**config.mk**
```make
export PLATFORM = sky130hd
export DESIGN_NAME = bus_mux_pipe
export DESIGN_NICKNAME = d
export VERILOG_FILES = /design/src/rtl/bus_mux_pkg.sv /design/src/rtl/bus_mux_pipe_imm_fmt.sv /design/src/rtl/bus_mux_pipe.sv
export SDC_FILE = /design/constraint.sdc
export NUM_CORES = 1
export LEC_CHECK = 0
export CAP_MARGIN = 20
export CORE_ASPECT_RATIO = 1.2
export CORE_MARGIN = 3
export CORE_UTILIZATION = 41
export CTS_BUF_LIST = sky130_fd_sc_hd__clkbuf_4
export CTS_CLUSTER_DIAMETER = 50
export DETAILED_ROUTE_END_ITERATION = 10
export PLACE_DENSITY = 0.85
export REMOVE_ABC_BUFFERS = 1
export SYNTH_ARGS = -nofsm -noshare
export SYNTH_HDL_FRONTEND = slang
export SYNTH_SLANG_ARGS = --single-unit
```
**constraint.sdc**
```tcl
create_clock -name clock -period 3 [get_ports clock]
set_clock_uncertainty 0.1 [all_clocks]
set_input_delay 0.6 -clock clock [delete_from_list [all_inputs] [get_ports clock]]
set_output_delay 0.6 -clock clock [all_outputs]
set_load 0.02 [all_outputs]
```
**src/rtl/bus_mux_pkg.sv**
```systemverilog
// Shared constants and defaults for the bus_mux_pipe source selector.
package bus_mux_pkg;

  // Opcode field at the top of an immediate-formatted source word
  localparam int unsigned OPC_W = 3;
  localparam logic [OPC_W-1:0] MV  = 3'b000;
  localparam logic [OPC_W-1:0] MVT = 3'b001;

  // Default geometry
  localparam int unsigned DEF_DATA_W  = 16;
  localparam int unsigned DEF_NUM_SRC = 11;
  localparam int unsigned DEF_IMM_SRC = 8;
  localparam int unsigned DEF_IMM_W   = 9;

  // Select width for n sources, never narrower than one bit
  function automatic int unsigned sel_width(input int unsigned n);
    return (n <= 2) ? 1 : $clog2(n);
  endfunction

endpackage

```
**src/rtl/bus_mux_pipe_imm_fmt.sv**
```systemverilog
// imm_fmt: combinational immediate formatting for the IMM_SRC source word.
// MVT opcode moves the low half into the high half; anything else
// sign-extends the low IMM_W bits.
module imm_fmt
  import bus_mux_pkg::*;
#(
  parameter int unsigned DATA_W = DEF_DATA_W,
  parameter int unsigned IMM_W  = DEF_IMM_W
) (
  input  logic [DATA_W-1:0] src_i,
  output logic [DATA_W-1:0] res_o
);

  localparam int unsigned HALF_W = DATA_W / 2;
  localparam int unsigned EXT_W  = DATA_W - IMM_W;

  logic unused_src;
  assign unused_src = ^src_i;

  // Select between move-to-top and sign-extended immediate
  always_comb begin
    res_o = '0;
    if (src_i[DATA_W-1 -: OPC_W] == MVT) begin
      res_o = {src_i[HALF_W-1:0], HALF_W'(0)};
    end else begin
      res_o = {{EXT_W{src_i[IMM_W-1]}}, src_i[IMM_W-1:0]};
    end
  end

endmodule

```
**src/rtl/bus_mux_pipe.sv**
```systemverilog
// bus_mux_pipe: selects one of NUM_SRC packed sources, optionally formats the
// immediate source, and queues the result in a 2-entry skid FIFO.
// Optional feature macro: BUS_MUX_PIPE_IMM_EN enables immediate formatting
// of source IMM_SRC; without it that source passes through unchanged.
module bus_mux_pipe
  import bus_mux_pkg::*;
#(
  parameter  int unsigned DATA_W  = DEF_DATA_W,
  parameter  int unsigned NUM_SRC = DEF_NUM_SRC,
  parameter  int unsigned IMM_SRC = DEF_IMM_SRC,
  parameter  int unsigned IMM_W   = DEF_IMM_W,
  localparam int unsigned SEL_W   = sel_width(NUM_SRC)
) (
  input  logic                      clock,
  input  logic                      resetn,
  input  logic [NUM_SRC*DATA_W-1:0] src_bus,
  input  logic [SEL_W-1:0]          sel,
  input  logic                      in_valid,
  output logic                      in_ready,
  output logic [DATA_W-1:0]         out_data,
  output logic [SEL_W-1:0]          out_src,
  output logic                      out_valid,
  input  logic                      out_ready,
  output logic                      sel_err,
  input  logic                      err_clr
);

  localparam int unsigned CNT_W = 2;

  logic [DATA_W-1:0] fmt_src;
  logic [DATA_W-1:0] sel_data_c;
  logic              sel_oob_c;
  logic              push_c;
  logic              pop_c;

  logic [CNT_W-1:0]  cnt_q,       cnt_d;
  logic [DATA_W-1:0] head_data_q, head_data_d;
  logic [SEL_W-1:0]  head_src_q,  head_src_d;
  logic [DATA_W-1:0] tail_data_q, tail_data_d;
  logic [SEL_W-1:0]  tail_src_q,  tail_src_d;
  logic              err_q,       err_d;

`ifdef BUS_MUX_PIPE_IMM_EN
  imm_fmt #(
    .DATA_W (DATA_W),
    .IMM_W  (IMM_W)
  ) u_imm_fmt (
    .src_i (src_bus[IMM_SRC*DATA_W +: DATA_W]),
    .res_o (fmt_src)
  );
`else
  assign fmt_src = src_bus[IMM_SRC*DATA_W +: DATA_W];
`endif

  // Source mux; an out-of-range select matches nothing and yields zero
  always_comb begin
    sel_data_c = '0;
    for (int unsigned i = 0; i < NUM_SRC; i++) begin
      if (sel == SEL_W'(i)) begin
        sel_data_c = (i == IMM_SRC) ? fmt_src : src_bus[i*DATA_W +: DATA_W];
      end
    end
  end

  assign sel_oob_c = ({1'b0, sel} >= (SEL_W+1)'(NUM_SRC));

  assign in_ready  = (cnt_q != CNT_W'(2));
  assign out_valid = (cnt_q != CNT_W'(0));
  assign out_data  = head_data_q;
  assign out_src   = head_src_q;
  assign sel_err   = err_q;

  assign push_c = in_valid & in_ready;
  assign pop_c  = out_valid & out_ready;

  // FIFO and error-flag next state
  always_comb begin
    cnt_d       = cnt_q;
    head_data_d = head_data_q;
    head_src_d  = head_src_q;
    tail_data_d = tail_data_q;
    tail_src_d  = tail_src_q;
    err_d       = err_q;

    case ({push_c, pop_c})
      2'b10: begin
        if (cnt_q == CNT_W'(0)) begin
          head_data_d = sel_data_c;
          head_src_d  = sel;
        end else begin
          tail_data_d = sel_data_c;
          tail_src_d  = sel;
        end
        cnt_d = cnt_q + CNT_W'(1);
      end
      2'b01: begin
        head_data_d = tail_data_q;
        head_src_d  = tail_src_q;
        cnt_d       = cnt_q - CNT_W'(1);
      end
      2'b11: begin
        // Occupancy unchanged; new entry goes behind whatever remains
        if (cnt_q == CNT_W'(1)) begin
          head_data_d = sel_data_c;
          head_src_d  = sel;
        end else begin
          head_data_d = tail_data_q;
          head_src_d  = tail_src_q;
          tail_data_d = sel_data_c;
          tail_src_d  = sel;
        end
      end
      default: ;
    endcase

    if (push_c && sel_oob_c) begin
      err_d = 1'b1;
    end else if (err_clr) begin
      err_d = 1'b0;
    end
  end

  // State registers, cleared asynchronously
  always_ff @(posedge clock or negedge resetn) begin
    if (!resetn) begin
      cnt_q       <= '0;
      head_data_q <= '0;
      head_src_q  <= '0;
      tail_data_q <= '0;
      tail_src_q  <= '0;
      err_q       <= 1'b0;
    end else begin
      cnt_q       <= cnt_d;
      head_data_q <= head_data_d;
      head_src_q  <= head_src_d;
      tail_data_q <= tail_data_d;
      tail_src_q  <= tail_src_d;
      err_q       <= err_d;
    end
  end

endmodule

```
==> metrics.json <==
{
  "status": {"value": "completed"},
  "synth.top_cells.by_area": {"value": "sky130_fd_sc_hd__dfrtp_1, sky130_fd_sc_hd__a22oi_1, sky130_fd_sc_hd__a21oi_1"},
  "port-buffer-count": {"value": 207},
  "relSlewSlack": {"value": 37.2, "unit": "%"},
  "share_of_layout_cells_above_drive_strength_1": {"value": 7.92, "unit": "%"},
  "routabilityCongestion": {"value": 0.936},
  "post-synth-top-area-fraction": {"value": 28.1, "unit": "%"},
  "clock_latency": {"value": 360, "unit": "ps"},
  "synth.area.mux_share": {"value": 3.92, "unit": "%"},
  "grt_pass1_vias": {"value": 4675},
  "via_cell_ratio": {"value": 5.92},
  "tritoncts.num_buffers": {"value": 5},
  "yosys_warnings": {"value": 0},
  "final_cell_area": {"value": 0.00610, "unit": "mm2"},
  "tightestPinTransition": {"value": 942, "unit": "ps"},
  "crit_path_max_fanout": {"value": 16},
  "post_cts_resize_count": {"value": 0},
  "synthSimpleGateAreaFrac": {"value": 19.0, "unit": "%"},
  "clockRootBuffer": {"value": "sky130_fd_sc_hd__clkbuf_4"},
  "synth.cell_area": {"value": 0.00383, "unit": "mm2"},
  "final-max-slew-violation-count": {"value": 0},
  "core_region_area": {"value": 0.00908, "unit": "mm2"},
  "cts_hold_repair.buffers": {"value": 0},
  "timing.critical_path.required": {"value": 3170, "unit": "ps"},
  "design.portCount": {"value": 208},
  "setup_total_negative_slack": {"value": 0, "unit": "ps"},
  "dpl-instance-area": {"value": 0.00600, "unit": "mm2"},
  "start_util": {"value": 42.2, "unit": "%"},
  "post_synth_most_frequent_cells": {"value": "sky130_fd_sc_hd__nand2_1, sky130_fd_sc_hd__dfrtp_1, sky130_fd_sc_hd__a21oi_1"},
  "post_synth_fa_ha_maj_area_fraction": {"value": 1.96, "unit": "%"},
  "routing_layer_with_the_top_usage_in_global_route": {"value": "met2"},
  "dominant_combinational_cell_family_by_area_after_synthesis": {"value": "compound AO/OA/AOI/OAI gates"},
  "drv.max_cap_violation_count": {"value": 0},
  "die_width": {"value": 94.2, "unit": "um"},
  "grtUsageMet2": {"value": 48.7, "unit": "%"},
  "floorplan.rows": {"value": 38},
  "yosys.area.top_type": {"value": "sky130_fd_sc_hd__dfrtp_1"},
  "cts.repair_timing.setup_buffer_count": {"value": 0},
  "ys_seq_area_share": {"value": 28.1, "unit": "%"},
  "crit_arrival": {"value": 2720, "unit": "ps"},
  "count_of_flip_flops_with_a_built_in_enable_after_synthesis": {"value": 0},
  "grt_use_met1": {"value": 36.2, "unit": "%"},
  "grt_max_degree": {"value": 44},
  "avgSynthCellArea": {"value": 7.95, "unit": "um2"},
  "synth_compound_gate_area_share": {"value": 39.1, "unit": "%"},
  "cts_num_sinks": {"value": 43},
  "num_vias": {"value": 4674},
  "hold_class": {"value": "primary input to asynchronous set/reset pin"},
  "cts.reportedPaths.clkPinSlew": {"value": 140, "unit": "ps"},
  "cellLeakagePower": {"value": 2.36, "unit": "nW"},
  "yosys.area_share.xor_xnor": {"value": 0.457, "unit": "%"},
  "grt.overflow.total": {"value": 0},
  "power.density_cell_area": {"value": 501, "unit": "mW/mm2"},
  "timing.critical_path.from_type": {"value": "register"},
  "cts.htree.levels": {"value": 2},
  "synth_seq_cells": {"value": 43},
  "vdd_ir_drop_max": {"value": 256, "unit": "uV"},
  "critical-path-max-stage-delay": {"value": 530, "unit": "ps"},
  "critical-path-slowest-cell": {"value": "sky130_fd_sc_hd__nand2b_1"},
  "fp.dieArea": {"value": 0.0105, "unit": "mm2"},
  "synthArstFlopShare": {"value": 100, "unit": "%"},
  "netlist_cell_types": {"value": 53},
  "final_period_demand_of_the_worst_path": {"value": 2550, "unit": "ps"},
  "pre_cts_ws": {"value": 119, "unit": "ps"},
  "grt_usage": {"value": 28.9, "unit": "%"},
  "num-fill-cells": {"value": 728},
  "hold_viol": {"value": 0},
  "post-route-drc-count": {"value": 0},
  "max_freq": {"value": 392, "unit": "MHz"},
  "area.growth.synth_to_final": {"value": 59.4, "unit": "%"},
  "hold-worst-slack": {"value": 273, "unit": "ps"},
  "count_of_mapped_cells_out_of_synthesis": {"value": 482},
  "post-dp-hpwl": {"value": 12200, "unit": "um"},
  "crit_path_cell_trace": {"value": "inv_1 > ha_1 > inv_1 > nand2_1 > inv_1 > ha_1 > nand2_1 > nand2_1 > nand2b_1 > a21oi_1 > a21o_1"},
  "min_period_over_period": {"value": 84.9, "unit": "%"},
  "antenna_violating_nets_post_route": {"value": 0},
  "drtIter0Drc": {"value": 344},
  "global_route.usage.met3": {"value": 4.73, "unit": "%"},
  "synth_most_common_cell": {"value": "sky130_fd_sc_hd__nand2_1"},
  "nets": {"value": 859},
  "report.final.setup_viol": {"value": 0},
  "die-height": {"value": 112, "unit": "um"},
  "drt_first_pass_iters": {"value": 5},
  "antenna_violations_before_repair": {"value": 1},
  "final_core_utilization": {"value": 67.2, "unit": "%"},
  "finalWorstSetupSlack": {"value": 452, "unit": "ps"},
  "synthFlopType": {"value": "sky130_fd_sc_hd__dfrtp_1"},
  "critPathCaptureType": {"value": "register"},
  "cts_tree": {"value": "built"},
  "drt-wirelength-per-cell": {"value": 19.5, "unit": "um"},
  "crit_type": {"value": "register to register"},
  "grt_pass1_wl": {"value": 23800, "unit": "um"},
  "routed_wl": {"value": 15400, "unit": "um"},
  "rsz_0062_raised_after_global_routing": {"value": "false"},
  "cts-root-to-sink-buffers": {"value": 2}
}
==> through the flow <==
step	std cells	power, mW
2_1_floorplan	435	1.77
3_3_place_gp	781	2.54
3_5_place_dp	781	2.60
4_1_cts	789	3.05
5_1_grt	790	3.25
6_report	790	3.06
==> final cells by class <==
cell class | instances | area, um2 | area share (%)
multi-input combinational | 380 | 2470 | 40.5
tap | 120 | 150 | 2.46
timing repair buffer | 226 | 2250 | 36.9
sequential | 43 | 1080 | 17.6
antenna | 1 | 2.50 | 0.0410
clock buffer | 5 | 37.5 | 0.615
clock inverter | 3 | 67.6 | 1.11
inverter | 12 | 45.0 | 0.738
==> power breakdown <==
group          internal, mW  switching (mW)  leakage, nW
Sequential            0.815           0.143        0.550
Combinational         0.798           0.849         1.76
Clock                 0.259           0.192       0.0514
==> per-layer routing <==
metal | share of wire, % | routed length (um) | vias up
li1 | - | - | 2184
met1 | 39 | 5990 | 2195
met2 | 50 | 7750 | 251
met3 | 6.6 | 1020 | 44
met4 | 4.2 | 652 | 0
met5 | 0 | 0 | -
==> critical path: cells and delay by family (launching register included) <==
family | cells | cell delay, ps
adders and majority gates | 2 | 460
DFF | 1 | 430
buffers and inverters | 3 | 280
and+or+nand+nor | 4 | 850
AOI/OAI and AO/OA | 2 | 350
==> logic make-up after synthesis <==
| logic type | after synthesis |
|---|---|
| xor gates and xnor gates | 2 |
| muxes | 12 |
| DFF | 43 |
| buffers and inverters | 59 |
| AOI/OAI and AO/OA | 216 |
| adders and majority gates | 6 |
| and+or+nand+nor | 144 |
==> worst paths after layout <==
path,to,from,slack [ps],cells past startpoint
max,out_data[13]$_DFFE_PN0P_,cnt_q[0]$_DFFE_PN0P_,450,11
min,tail_src_q[3]$_DFFE_PN0P_,resetn,270,1
max reg2reg,out_data[13]$_DFFE_PN0P_,cnt_q[0]$_DFFE_PN0P_,450,11
min reg2reg,tail_data_q[3]$_DFFE_PN0P_,tail_data_q[3]$_DFFE_PN0P_,390,2
max in group asynchronous,tail_src_q[1]$_DFFE_PN0P_,resetn,1940,1
min in group clock,tail_data_q[3]$_DFFE_PN0P_,tail_data_q[3]$_DFFE_PN0P_,390,2
==> state kept, by name, indices dropped and copies added, names as in the netlist <==
register,flops
out_data,16
tail_data_q,16
out_src,4
tail_src_q,4
cnt_q,2
sel_err,1
==> placed cells by master (no fill, tap or decap), types with 5 or more instances in the layout <==
cell type and instances:
sky130_fd_sc_hd__dfrtp_1 43, sky130_fd_sc_hd__o31ai_1 19, sky130_fd_sc_hd__ha_1 6, sky130_fd_sc_hd__o21ai_1 7
sky130_fd_sc_hd__o21ai_0 37, sky130_fd_sc_hd__buf_4 15, sky130_fd_sc_hd__o221ai_1 5, sky130_fd_sc_hd__a22oi_1 32
sky130_fd_sc_hd__a221oi_2 8, sky130_fd_sc_hd__clkdlybuf4s50_1 204, sky130_fd_sc_hd__nor2b_1 20, sky130_fd_sc_hd__mux2i_1 6
sky130_fd_sc_hd__nand2b_1 14, sky130_fd_sc_hd__a2bb2oi_1 5, sky130_fd_sc_hd__o22ai_1 18, sky130_fd_sc_hd__a21oi_1 41
sky130_fd_sc_hd__a211oi_1 7, sky130_fd_sc_hd__nand2_1 50, sky130_fd_sc_hd__o211ai_1 11, sky130_fd_sc_hd__inv_1 11
sky130_fd_sc_hd__clkbuf_4 5, sky130_fd_sc_hd__nor2_1 36
Note: power is estimated with default switching activity, not from simulation.
